### src/rtl/sensor_pkg.sv
// Shared state encoding, request operand bundle and default register constants
// for the I2C sensor poller. SENSOR_CFG_WRITE_EN adds the config-write states.
package sensor_pkg;

    localparam logic [6:0] DEF_SENSOR_ADDR = 7'h48;
    localparam logic [7:0] DEF_PTR_REG     = 8'h00;
`ifdef SENSOR_CFG_WRITE_EN
    localparam logic [7:0] DEF_CFG_REG     = 8'h01;
    localparam logic [7:0] DEF_CFG_VAL     = 8'h60;

    typedef enum logic [3:0] {
        IDLE, CFG_REQ, CFG_WAIT, PTR_REQ, PTR_WAIT,
        RDH_REQ, RDH_WAIT, RDL_REQ, RDL_WAIT, DONE
    } state_t;
    localparam state_t RESET_STATE = CFG_REQ;
`else
    typedef enum logic [3:0] {
        IDLE, PTR_REQ, PTR_WAIT, RDH_REQ, RDH_WAIT, RDL_REQ, RDL_WAIT, DONE
    } state_t;
    localparam state_t RESET_STATE = IDLE;
`endif

    typedef struct packed {
        logic       rw;
        logic [7:0] data;
        logic [7:0] data_2;
        logic       ena_w_data_2;
    } req_ops_t;

    function automatic logic is_req_state(state_t s);
        logic r;
        r = (s == PTR_REQ) || (s == RDH_REQ) || (s == RDL_REQ);
`ifdef SENSOR_CFG_WRITE_EN
        r = r || (s == CFG_REQ);
`endif
        return r;
    endfunction

    // States that own a controller handshake and are therefore subject to the timeout.
    function automatic logic is_phase_state(state_t s);
        return (s != IDLE) && (s != DONE);
    endfunction

    function automatic state_t wait_of(state_t s);
        state_t w;
        case (s)
`ifdef SENSOR_CFG_WRITE_EN
            CFG_REQ: w = CFG_WAIT;
`endif
            PTR_REQ: w = PTR_WAIT;
            RDH_REQ: w = RDH_WAIT;
            default: w = RDL_WAIT;
        endcase
        return w;
    endfunction

endpackage

### src/rtl/sync_2ff.sv
// Generic two-flop synchroniser for bringing asynchronous levels into the clk domain.
module sync_2ff #(
    parameter int WIDTH = 1
) (
    input  logic             clk,
    input  logic             rst_n,
    input  logic [WIDTH-1:0] d_i,
    output logic [WIDTH-1:0] q_o
);

    logic [WIDTH-1:0] meta_q;
    logic [WIDTH-1:0] sync_q;

    always_ff @(posedge clk or negedge rst_n) begin
        if (!rst_n) begin
            meta_q <= '0;
            sync_q <= '0;
        end else begin
            meta_q <= d_i;
            sync_q <= meta_q;
        end
    end

    assign q_o = sync_q;

endmodule

### src/rtl/i2c_sensor_poller.sv
// Periodically reads a 16-bit register from an I2C sensor through a byte-level controller.
// Define SENSOR_CFG_WRITE_EN to add a one-shot config register write after reset / config timeout.
module i2c_sensor_poller
    import sensor_pkg::*;
#(
    parameter logic [6:0]  SENSOR_ADDR = DEF_SENSOR_ADDR,
    parameter logic [7:0]  PTR_REG     = DEF_PTR_REG,
`ifdef SENSOR_CFG_WRITE_EN
    parameter logic [7:0]  CFG_REG     = DEF_CFG_REG,
    parameter logic [7:0]  CFG_VAL     = DEF_CFG_VAL,
`endif
    parameter int unsigned POLL_PERIOD = 100000,
    parameter int unsigned TIMEOUT     = 4095
) (
    input  logic        clk,
    input  logic        rst_n,
    input  logic        poll_en,
    output logic [15:0] sample,
    output logic        sample_valid,
    output logic        err,
    output logic [7:0]  err_cnt,
    output logic        busy,
    output logic [6:0]  i2c_addr,
    output logic        i2c_rw,
    output logic [7:0]  i2c_data_in,
    output logic [7:0]  i2c_data_in_2,
    output logic        i2c_ena_w_data_2,
    output logic        i2c_enable,
    input  logic [7:0]  i2c_data_out,
    input  logic        i2c_ready
);

    localparam logic [31:0] PERIOD_LAST  = 32'(POLL_PERIOD - 1);
    localparam logic [31:0] TIMEOUT_LAST = 32'(TIMEOUT - 1);

    logic        ready_s;
    logic [31:0] per_cnt_q;
    logic        wrap;

    state_t      state_q;
    logic [31:0] phase_q;
    logic        en_q;
    req_ops_t    ops_q;
    logic [7:0]  msb_q;
    logic [7:0]  lsb_q;
    logic [15:0] sample_q;
    logic        svld_q;
    logic        err_q;
    logic [7:0]  errcnt_q;
`ifdef SENSOR_CFG_WRITE_EN
    logic        cfg_pend_q;
`endif

    function automatic req_ops_t ops_for(state_t s);
        req_ops_t o;
        o = '0;
        case (s)
`ifdef SENSOR_CFG_WRITE_EN
            CFG_REQ: begin
                o.data         = CFG_REG;
                o.data_2       = CFG_VAL;
                o.ena_w_data_2 = 1'b1;
            end
`endif
            PTR_REQ:          o.data = PTR_REG;
            RDH_REQ, RDL_REQ: o.rw   = 1'b1;
            default:          o      = '0;
        endcase
        return o;
    endfunction

    sync_2ff #(.WIDTH(1)) u_ready_sync (
        .clk   (clk),
        .rst_n (rst_n),
        .d_i   (i2c_ready),
        .q_o   (ready_s)
    );

    // Free-running poll timer; a wrap is only a one-cycle hint, never remembered.
    assign wrap = poll_en && (per_cnt_q == PERIOD_LAST);

    always_ff @(posedge clk or negedge rst_n) begin
        if (!rst_n) begin
            per_cnt_q <= '0;
        end else if (!poll_en || wrap) begin
            per_cnt_q <= '0;
        end else begin
            per_cnt_q <= per_cnt_q + 32'd1;
        end
    end

    always_ff @(posedge clk or negedge rst_n) begin
        if (!rst_n) begin
            state_q    <= RESET_STATE;
            phase_q    <= '0;
            en_q       <= 1'b0;
            ops_q      <= '0;
            msb_q      <= '0;
            lsb_q      <= '0;
            sample_q   <= '0;
            svld_q     <= 1'b0;
            err_q      <= 1'b0;
            errcnt_q   <= '0;
`ifdef SENSOR_CFG_WRITE_EN
            cfg_pend_q <= 1'b0;
`endif
        end else begin
            svld_q  <= 1'b0;
            err_q   <= 1'b0;
            phase_q <= phase_q + 32'd1;
            if (is_phase_state(state_q) && (phase_q >= TIMEOUT_LAST)) begin
                state_q <= IDLE;
                phase_q <= '0;
                en_q    <= 1'b0;
                err_q   <= 1'b1;
                if (errcnt_q != 8'hFF) begin
                    errcnt_q <= errcnt_q + 8'd1;
                end
`ifdef SENSOR_CFG_WRITE_EN
                if ((state_q == CFG_REQ) || (state_q == CFG_WAIT)) begin
                    cfg_pend_q <= 1'b1;
                end
`endif
            end else if (is_req_state(state_q)) begin
                // Only raise enable once the controller reports idle, so a request issued
                // straight after reset never mistakes the cleared synchroniser for an accept.
                if (!en_q) begin
                    if (ready_s) begin
                        en_q  <= 1'b1;
                        ops_q <= ops_for(state_q);
                    end
                end else if (!ready_s) begin
                    en_q    <= 1'b0;
                    state_q <= wait_of(state_q);
                    phase_q <= '0;
                end
            end else begin
                case (state_q)
                    IDLE: begin
                        phase_q <= '0;
                        if (wrap) begin
`ifdef SENSOR_CFG_WRITE_EN
                            state_q <= cfg_pend_q ? CFG_REQ : PTR_REQ;
`else
                            state_q <= PTR_REQ;
`endif
                        end
                    end
`ifdef SENSOR_CFG_WRITE_EN
                    CFG_WAIT: if (ready_s) begin
                        state_q    <= IDLE;
                        phase_q    <= '0;
                        cfg_pend_q <= 1'b0;
                    end
`endif
                    PTR_WAIT: if (ready_s) begin
                        state_q <= RDH_REQ;
                        phase_q <= '0;
                    end
                    RDH_WAIT: if (ready_s) begin
                        msb_q   <= i2c_data_out;
                        state_q <= RDL_REQ;
                        phase_q <= '0;
                    end
                    RDL_WAIT: if (ready_s) begin
                        lsb_q   <= i2c_data_out;
                        state_q <= DONE;
                        phase_q <= '0;
                    end
                    DONE: begin
                        sample_q <= {msb_q, lsb_q};
                        svld_q   <= 1'b1;
                        state_q  <= IDLE;
                        phase_q  <= '0;
                    end
                    default: begin
                        state_q <= IDLE;
                        phase_q <= '0;
                    end
                endcase
            end
        end
    end

    assign sample           = sample_q;
    assign sample_valid     = svld_q;
    assign err              = err_q;
    assign err_cnt          = errcnt_q;
    assign busy             = (state_q != IDLE);
    assign i2c_addr         = SENSOR_ADDR;
    assign i2c_rw           = ops_q.rw;
    assign i2c_data_in      = ops_q.data;
    assign i2c_data_in_2    = ops_q.data_2;
    assign i2c_ena_w_data_2 = ops_q.ena_w_data_2;
    assign i2c_enable       = en_q;

endmodule

### config.mk
export PLATFORM = sky130hd
export DESIGN_NAME = i2c_sensor_poller
export DESIGN_NICKNAME = d
export VERILOG_FILES = /design/src/rtl/sensor_pkg.sv /design/src/rtl/sync_2ff.sv /design/src/rtl/i2c_sensor_poller.sv
export SDC_FILE = /design/constraint.sdc
export NUM_CORES = 1
export LEC_CHECK = 0
export ABC_CLOCK_PERIOD_IN_PS = 2000
export CAP_MARGIN = 15
export CORE_MARGIN = 8
export CORE_UTILIZATION = 40
export CTS_CLUSTER_DIAMETER = 100
export CTS_CLUSTER_SIZE = 30
export DETAILED_ROUTE_END_ITERATION = 12
export GPL_TIMING_DRIVEN = 0
export PLACE_DENSITY = 0.65
export REMOVE_ABC_BUFFERS = 1
export SLEW_MARGIN = 20
export SYNTH_ARGS = -nofsm -noshare
export SYNTH_HDL_FRONTEND = slang
export SYNTH_SLANG_ARGS = --single-unit
### constraint.sdc
create_clock -name clk -period 2 [get_ports clk]
set_clock_uncertainty 0.15 [all_clocks]
set_input_delay 0.4 -clock clk [delete_from_list [all_inputs] [get_ports clk]]
set_output_delay 0.4 -clock clk [all_outputs]
set_load 0.05 [all_outputs]
==> flow_summary.yaml, run 1 <==
outcome:
  status: "complete, but fails checks"
  violations: "negative setup slack"
sta:
  grt_setup_unrepaired: "yes"
  report.final.slew_viol_count: 0
  relSlewSlack_pct: 66.2
  finalSetupTns_ns: -5.40
  fin_crit_ns: 2.18
  max_freq_ghz: 0.459
  finalWorstSetupSlack_ns: -0.179
  hold_viol: 0
  fin_crit_sh_pct: 109
  setup_viol: 63
  worst_pin_slew_ns: 0.509
clock_network:
  h-tree-depth: 4
  clock_latency_ns: 0.41
  cts_buffer_depth: 2
  cts_buffers: 17
  cts.sinks: 113
  clk_pin_slew_ns: 0.05
  cts-root-buf: "clkbuf_16"
  cts_tree: "yes"
power_and_ir_drop:
  p_comb_share_pct: 3.9
  pwr-share-clk_pct: 58.6
  p_leak_nw: 3.41
  p_sw_mw: 1.25
  internal_power_mw: 4.88
  seqPwrFrac_pct: 37.6
  p_sw_share_pct: 20.3
  power.density_nw_per_um2: 783
  irDropWorstVdd_mv: 0.604
  fin_total_pwr_mw: 6.13
yosys:
  synthXorXnorAreaFrac_pct: 10.0
  synth_common_cells: "113 x dfrtp_1, 75 x nor2_1, 42 x xnor2_1, 33 x mux2_2, 31 x nand3_1"
  synthSimpleGateAreaFrac_pct: 21.3
  ys_ff_latch: 113
  synth_top_family_by_area: "simple AND/OR/NAND/NOR gates"
  ys_seq_area_share_pct: 51.5
  synthDistinctLibCells: 45
  muxShareOfSynthArea_pct: 7.13
  ys.flop_type: "dfrtp_1"
  synth-compound-area-share_pct: 2.35
  ys_warn_count: 0
  post_synth_fa_ha_maj_area_fraction_pct: 1.82
  yosys.area.top_type_share_pct: 51.5
  synth.avg_cell_area_um2: 10.4
  yosysMostFrequentCell: "dfrtp_1"
  synthCells: 527
  synthesis.area_um2: 5490
  synth_edf_count: 0
  netlist.top_cell.by_area: "dfrtp_1"
  async_flop_share_pct: 100
  synthTopCellsByArea: "dfrtp_1 51%, mux2_2 6.8%, xnor2_1 6.7%"
critical_path:
  worstSetupEndpointType: "register"
  r2r_start: "per_cnt_q[5]"
  worstPathMaxFanout: 6
  rr_worst_depth: 5
  cp.required_ns: 2.18
  r2r_setup_slack_ns: -0.18
  worst-setup-path-type: "reg -> reg"
  start_kind: "register"
  crit_arrival_ns: 2.36
  r2r_end: "per_cnt_q[31]"
detailed_routing:
  via_count: 4286
  drt-vias-per-instance: 5.23
  wire_per_inst_um: 16.3
  drc: 0
  ant_nets: 0
  firstDrtPassIters: 4
  wirelength_um: 13400
  drtIter0Drc: 273
place:
  numPortBuffers: 40
  hpwl_um: 6990
  finalWeightedCongestion: 0.784
global_route:
  gr-total-overflow: 0
  grt_pass1_wl_um: 19900
  grt_max_degree: 66
  grt_pass1_vias: 4112
  track_usage_pct: 13.6
  antenna_found_initial: 0
floorplan:
  dieArea_um2: 17700
  io_pins: 65
  rows: 43
  core_um2: 13700
  start_util_pct: 40.2
  dieHeight_um: 133
  die_x_um: 133
layout:
  fin_nets: 647
  layout-drive-gt1-share_pct: 35.8
  diodes: 0
  num-fill-cells: 1046
  fin_util_pct: 57.2
  area_growth_pct: 42.4
run:
  max-cap-violations: 0
worst_hold_path:
  hold_start: "u_ready_sync.meta_q"
  min_path_type: "reg -> reg"
  holdPathEnd: "u_ready_sync.q_o"
  hold_path_depth: 0
## worst max-delay path, cell delays in order, from the launching register on
cell and delay (ns):
dfrtp_1 0.47, and4_2 0.34, nand4_1 0.21, nor2_1 0.28, or4b_1 0.51, a21oi_2 0.15
## metal layers
layer  up-vias  GRT usage [%]  routed length (um)
met3        12           3.77                 700
met5         -              0                   0
met2       129           23.2                7010
met4         0           5.36                 135
li1       1963              -                   -
met1      2182           15.8                5530
## state kept, by name (all words and copies together) (netlist names)
register,cells
err,1
err_cnt,8
i2c_enable,1
i2c_rw,1
lsb_q,8
msb_q,8
per_cnt_q,32
phase_q,32
sample,16
sample_valid,1
state_q,3
u_ready_sync.meta_q,1
u_ready_sync.q_o,1
## cells by family (layout without fill, tap and decap cells)
| family | Yosys count | after routing |
|---|---|---|
| AND/OR/NAND/NOR | 228 | 231 |
| flip-flops | 113 | 113 |
| XOR/XNOR | 63 | 63 |
| buffers and inverters | 58 | 146 |
| multiplexers | 35 | 35 |
| AO/OA/AOI/OAI | 20 | 20 |
| adder cells (fa/ha/maj) | 8 | 8 |
| other | 2 | 24 |
## how the worst max path moves through the flow
| stage | start | end | slack [ns] | cells past startpoint |
|---|---|---|---|---|
| floorplan | per_cnt_q[0] | per_cnt_q[11] | -1.11 | 5 |
| global placement | rst_n | per_cnt_q[0] | -3.86 | 1 |
| detailed placement | state_q[0] | phase_q[21] | -1.08 | 7 |
| CTS | phase_q[23] | msb_q[3] | -0.09 | 6 |
| global route | per_cnt_q[5] | per_cnt_q[31] | -0.23 | 5 |
| finish | per_cnt_q[5] | per_cnt_q[31] | -0.18 | 5 |
## timing repair
| item | CTS | global route |
|---|---|---|
| hold buffers | 1 | 0 |
| endpoints found under the hold margin | 48 | 0 |
| gates cloned | 2 | 2 |
| endpoints found under the setup margin | 138 | 94 |
| setup buffers | 33 | 22 |
| pin swaps | 34 | 43 |
| gates resized for setup | 88 | 111 |
## per-stage QoR
| stage | hold WS [ns] | setup slack [ns] | instance area [um2] | std cells |
|---|---|---|---|---|
| 2_1_floorplan | -0.0456 | -1.11 | 5320 | 507 |
| 3_3_place_gp | 0.187 | -3.86 | 5950 | 727 |
| 3_5_place_dp | 0.189 | -1.08 | 6010 | 729 |
| 4_1_cts | 0.203 | -0.0948 | 7190 | 797 |
| 5_1_grt | 0.204 | -0.233 | 7820 | 820 |
| 6_report | 0.197 | -0.179 | 7820 | 820 |
## area by class of cell
type / instances / area, um2 / share of cell area, %
multi-input cells: 381 / 3070 / 39.2
flip-flops and latches: 113 / 2840 / 36.3
repair buffers: 98 / 926 / 11.8
clock buffers: 19 / 453 / 5.79
clock inverters: 13 / 256 / 3.28
well taps: 180 / 225 / 2.88
inverters: 16 / 60.1 / 0.768
## layout by cell type (no fill, tap or decap), types with 6 or more instances in the layout
| cell type | synthesis | layout |
|---|---|---|
| a21oi_1 | 9 | 6 |
| and3_1 | 10 | 10 |
| and4_1 | 9 | 7 |
| buf_4 | 24 | 43 |
| buf_6 | 0 | 10 |
| bufinv_16 | 0 | 7 |
| clkbuf_16 | 0 | 18 |
| clkdlybuf4s50_1 | 0 | 10 |
| conb_1 | 2 | 24 |
| dfrtp_1 | 113 | 106 |
| dfrtp_2 | 0 | 7 |
| dlygate4sd2_1 | 0 | 26 |
| inv_1 | 16 | 12 |
| mux2_2 | 33 | 16 |
| mux2_4 | 0 | 17 |
| nand2_1 | 28 | 26 |
| nand3_1 | 31 | 27 |
| nand4_1 | 18 | 18 |
| nor2_1 | 75 | 31 |
| nor2_2 | 2 | 25 |
| nor2_4 | 0 | 21 |
| nor3_1 | 16 | 15 |
| nor4_1 | 16 | 6 |
| nor4_2 | 0 | 7 |
| xnor2_1 | 42 | 42 |
| xor2_1 | 21 | 20 |
## power by group through the flow
stage	Sequential, mW	Clock [mW]	Combinational, mW
2_1_floorplan	2.34	0	0.114
3_3_place_gp	2.34	0	0.188
3_5_place_dp	2.34	0	0.202
4_1_cts	2.30	3.63	0.209
5_1_grt	2.30	3.75	0.255
6_report	2.30	3.59	0.236
(Power assumes the default switching activity.)
==> run 2, diff against run 1 <==
- CTS_CLUSTER_SIZE: 30 -> unset
==> results of run 2 <==
The final DEF is identical to that of run 1; final timing and power are the same.
==> run 3, diff against run 2 <==
- CORE_MARGIN: 8 -> 5
==> run 3 against run 2 <==
Effect of this change:
- the flow still finishes with violations (negative setup slack)
- clock power decreased by 11%
- die area decreased by 8.8%
- fmax decreased by 0.99%
- hold slack improved by 0.0061 ns
- critical endpoint is now lsb_q[7]
- largest power group unchanged
- highest routed layer unchanged
==> flow_summary.yaml, run 3 (same netlist as run 1, synthesis figures left out) <==
sta:
  report.final.slew_viol_count: 0
  finalWorstSetupSlack_ns: -0.200
  hold_viol: 0
  max_freq_ghz: 0.454
  finalSetupTns_ns: -10.84
  fin_crit_ns: 2.20
  grt_setup_unrepaired: "yes"
  relSlewSlack_pct: 52.9
  setup_viol: 89
  fin_crit_sh_pct: 110
  worst_pin_slew_ns: 0.704
critical_path:
  cp.depth: 6
  crit_arrival_ns: 2.35
  worstSetupEndpointType: "register"
  path_cells: "nor4_1, nand2_1, o31a_4, nor2_4, buf_6, mux2_4"
  max_stage_delay_ns: 0.44
  crit_buf_inv: 1
  crit_family: "simple AND/OR/NAND/NOR gates"
  rr_worst_depth: 6
  r2r_setup_slack_ns: -0.20
  crit_slowest_cell: "o31a_4"
  start_kind: "register"
  worstPathMaxFanout: 5
  cp.required_ns: 2.15
  worst-setup-path-type: "reg -> reg"
global_route:
  gr-usage-met1_pct: 19.7
  use_met3_pct: 4.05
  gr-usage-met2_pct: 26.0
  grt-busiest-layer: "met2"
  track_usage_pct: 15.6
  grt_pass1_vias: 4123
  antenna_found_initial: 0
  grt_max_degree: 60
  grt_pass1_wl_um: 20500
  gr-total-overflow: 0
place:
  numPortBuffers: 40
  hpwl_um: 6820
  finalWeightedCongestion: 0.783
detailed_routing:
  drc: 0
  via_count: 4390
  wire_per_inst_um: 17.0
  wirelength_um: 13900
  firstDrtPassIters: 5
  drtIter0Drc: 292
  drt-vias-per-instance: 5.37
  ant_nets: 0
clock_network:
  cts.sinks: 113
  cts_buffer_depth: 2
  clock_latency_ns: 0.42
  clk_pin_slew_ns: 0.06
  h-tree-depth: 4
  cts-root-buf: "clkbuf_16"
  cts_buffers: 17
  cts_tree: "yes"
power_and_ir_drop:
  power.density_nw_per_um2: 741
  p_leak_nw: 3.36
  irDropWorstVdd_mv: 0.618
  fin_total_pwr_mw: 5.75
run:
  max-cap-violations: 0
worst_hold_path:
  min_path_type: "reg -> reg"
  hold_path_depth: 0
floorplan:
  io_pins: 65
  dieArea_um2: 16200
  die_x_um: 127
  start_util_pct: 41.2
  dieHeight_um: 127
  rows: 42
  core_um2: 13300
layout:
  diodes: 0
  layout_common_cells: "106 x dfrtp_1, 42 x xnor2_1, 42 x buf_4, 27 x dlygate4sd2_1"
  final_common_cell: "dfrtp_1"
  fin_nets: 648
  layout-drive-gt1-share_pct: 36.8
  area_growth_pct: 41.2
outcome:
  status: "complete, but fails checks"
  violations: "negative setup slack"
run 3: cell count changes in the layout (fill, tap and decap cells not counted), moves of 2 or more:
cell,previous run,this run
ha_4,4,1
a21oi_2,2,5
bufinv_16,7,4
ha_1,3,5
nand3_2,2,4
clkinvlp_4,2,4
nor2_1,31,26
nor2_4,21,25
a21oi_1,6,4
nand3_1,27,25
run 3: path summary, 6_finish.rpt:
path | from | endpoint
max | phase_q[30] | lsb_q[7]
min | u_ready_sync.meta_q | u_ready_sync.q_o
max reg2reg | phase_q[30] | lsb_q[7]
min reg2reg | u_ready_sync.meta_q | u_ready_sync.q_o
max in group asynchronous | rst_n | per_cnt_q[19]
min in group asynchronous | rst_n | err_cnt[0]
run 3: repair_timing:
item                                    4_1_cts  5_1_grt
hold buffers                                  1        0
pin swaps                                    47       42
gates cloned                                  4        3
resized for setup                           104      108
setup buffers                                39       13
endpoints found under the setup margin      138       92
endpoints found under the hold margin        58        0
run 3: metal layers:
metal	part of all wire (%)	wire (um)
met4	2.5	349
met1	40	5590
met5	0	0
met2	51	7150
met3	5.8	803
run 3: final cells by class:
class | count | area, um2
clock buffers | 19 | 443
clock inverters | 13 | 186
fillers | 1039 | 5590
inverters | 16 | 60.1
multi-input cells | 382 | 3080
flip-flops and latches | 113 | 2840
well taps | 176 | 220
repair buffers | 98 | 937
run 3: power breakdown:
part	total [mW]	internal [mW]	switching, mW
clock network	3.20	2.11	1.09
registers	2.30	2.30	0.00612
logic	0.249	0.0602	0.188
total	5.75	4.47	1.28
run 3: stage by stage:
stage / hold slack (ns) / util (%) / instances / area (um2) / setup WS, ns
5_1_grt: 0.220 / 58.1 / 817 / 7760 / -0.303
3_3_place_gp: 0.187 / 44.5 / 723 / 5940 / -3.92
2_1_floorplan: -0.0456 / - / 507 / 5320 / -1.11
4_1_cts: 0.196 / 53.9 / 801 / 7200 / -0.0861
3_5_place_dp: 0.188 / 45.0 / 725 / 6000 / -1.18
6_report: 0.203 / 58.1 / 817 / 7760 / -0.200
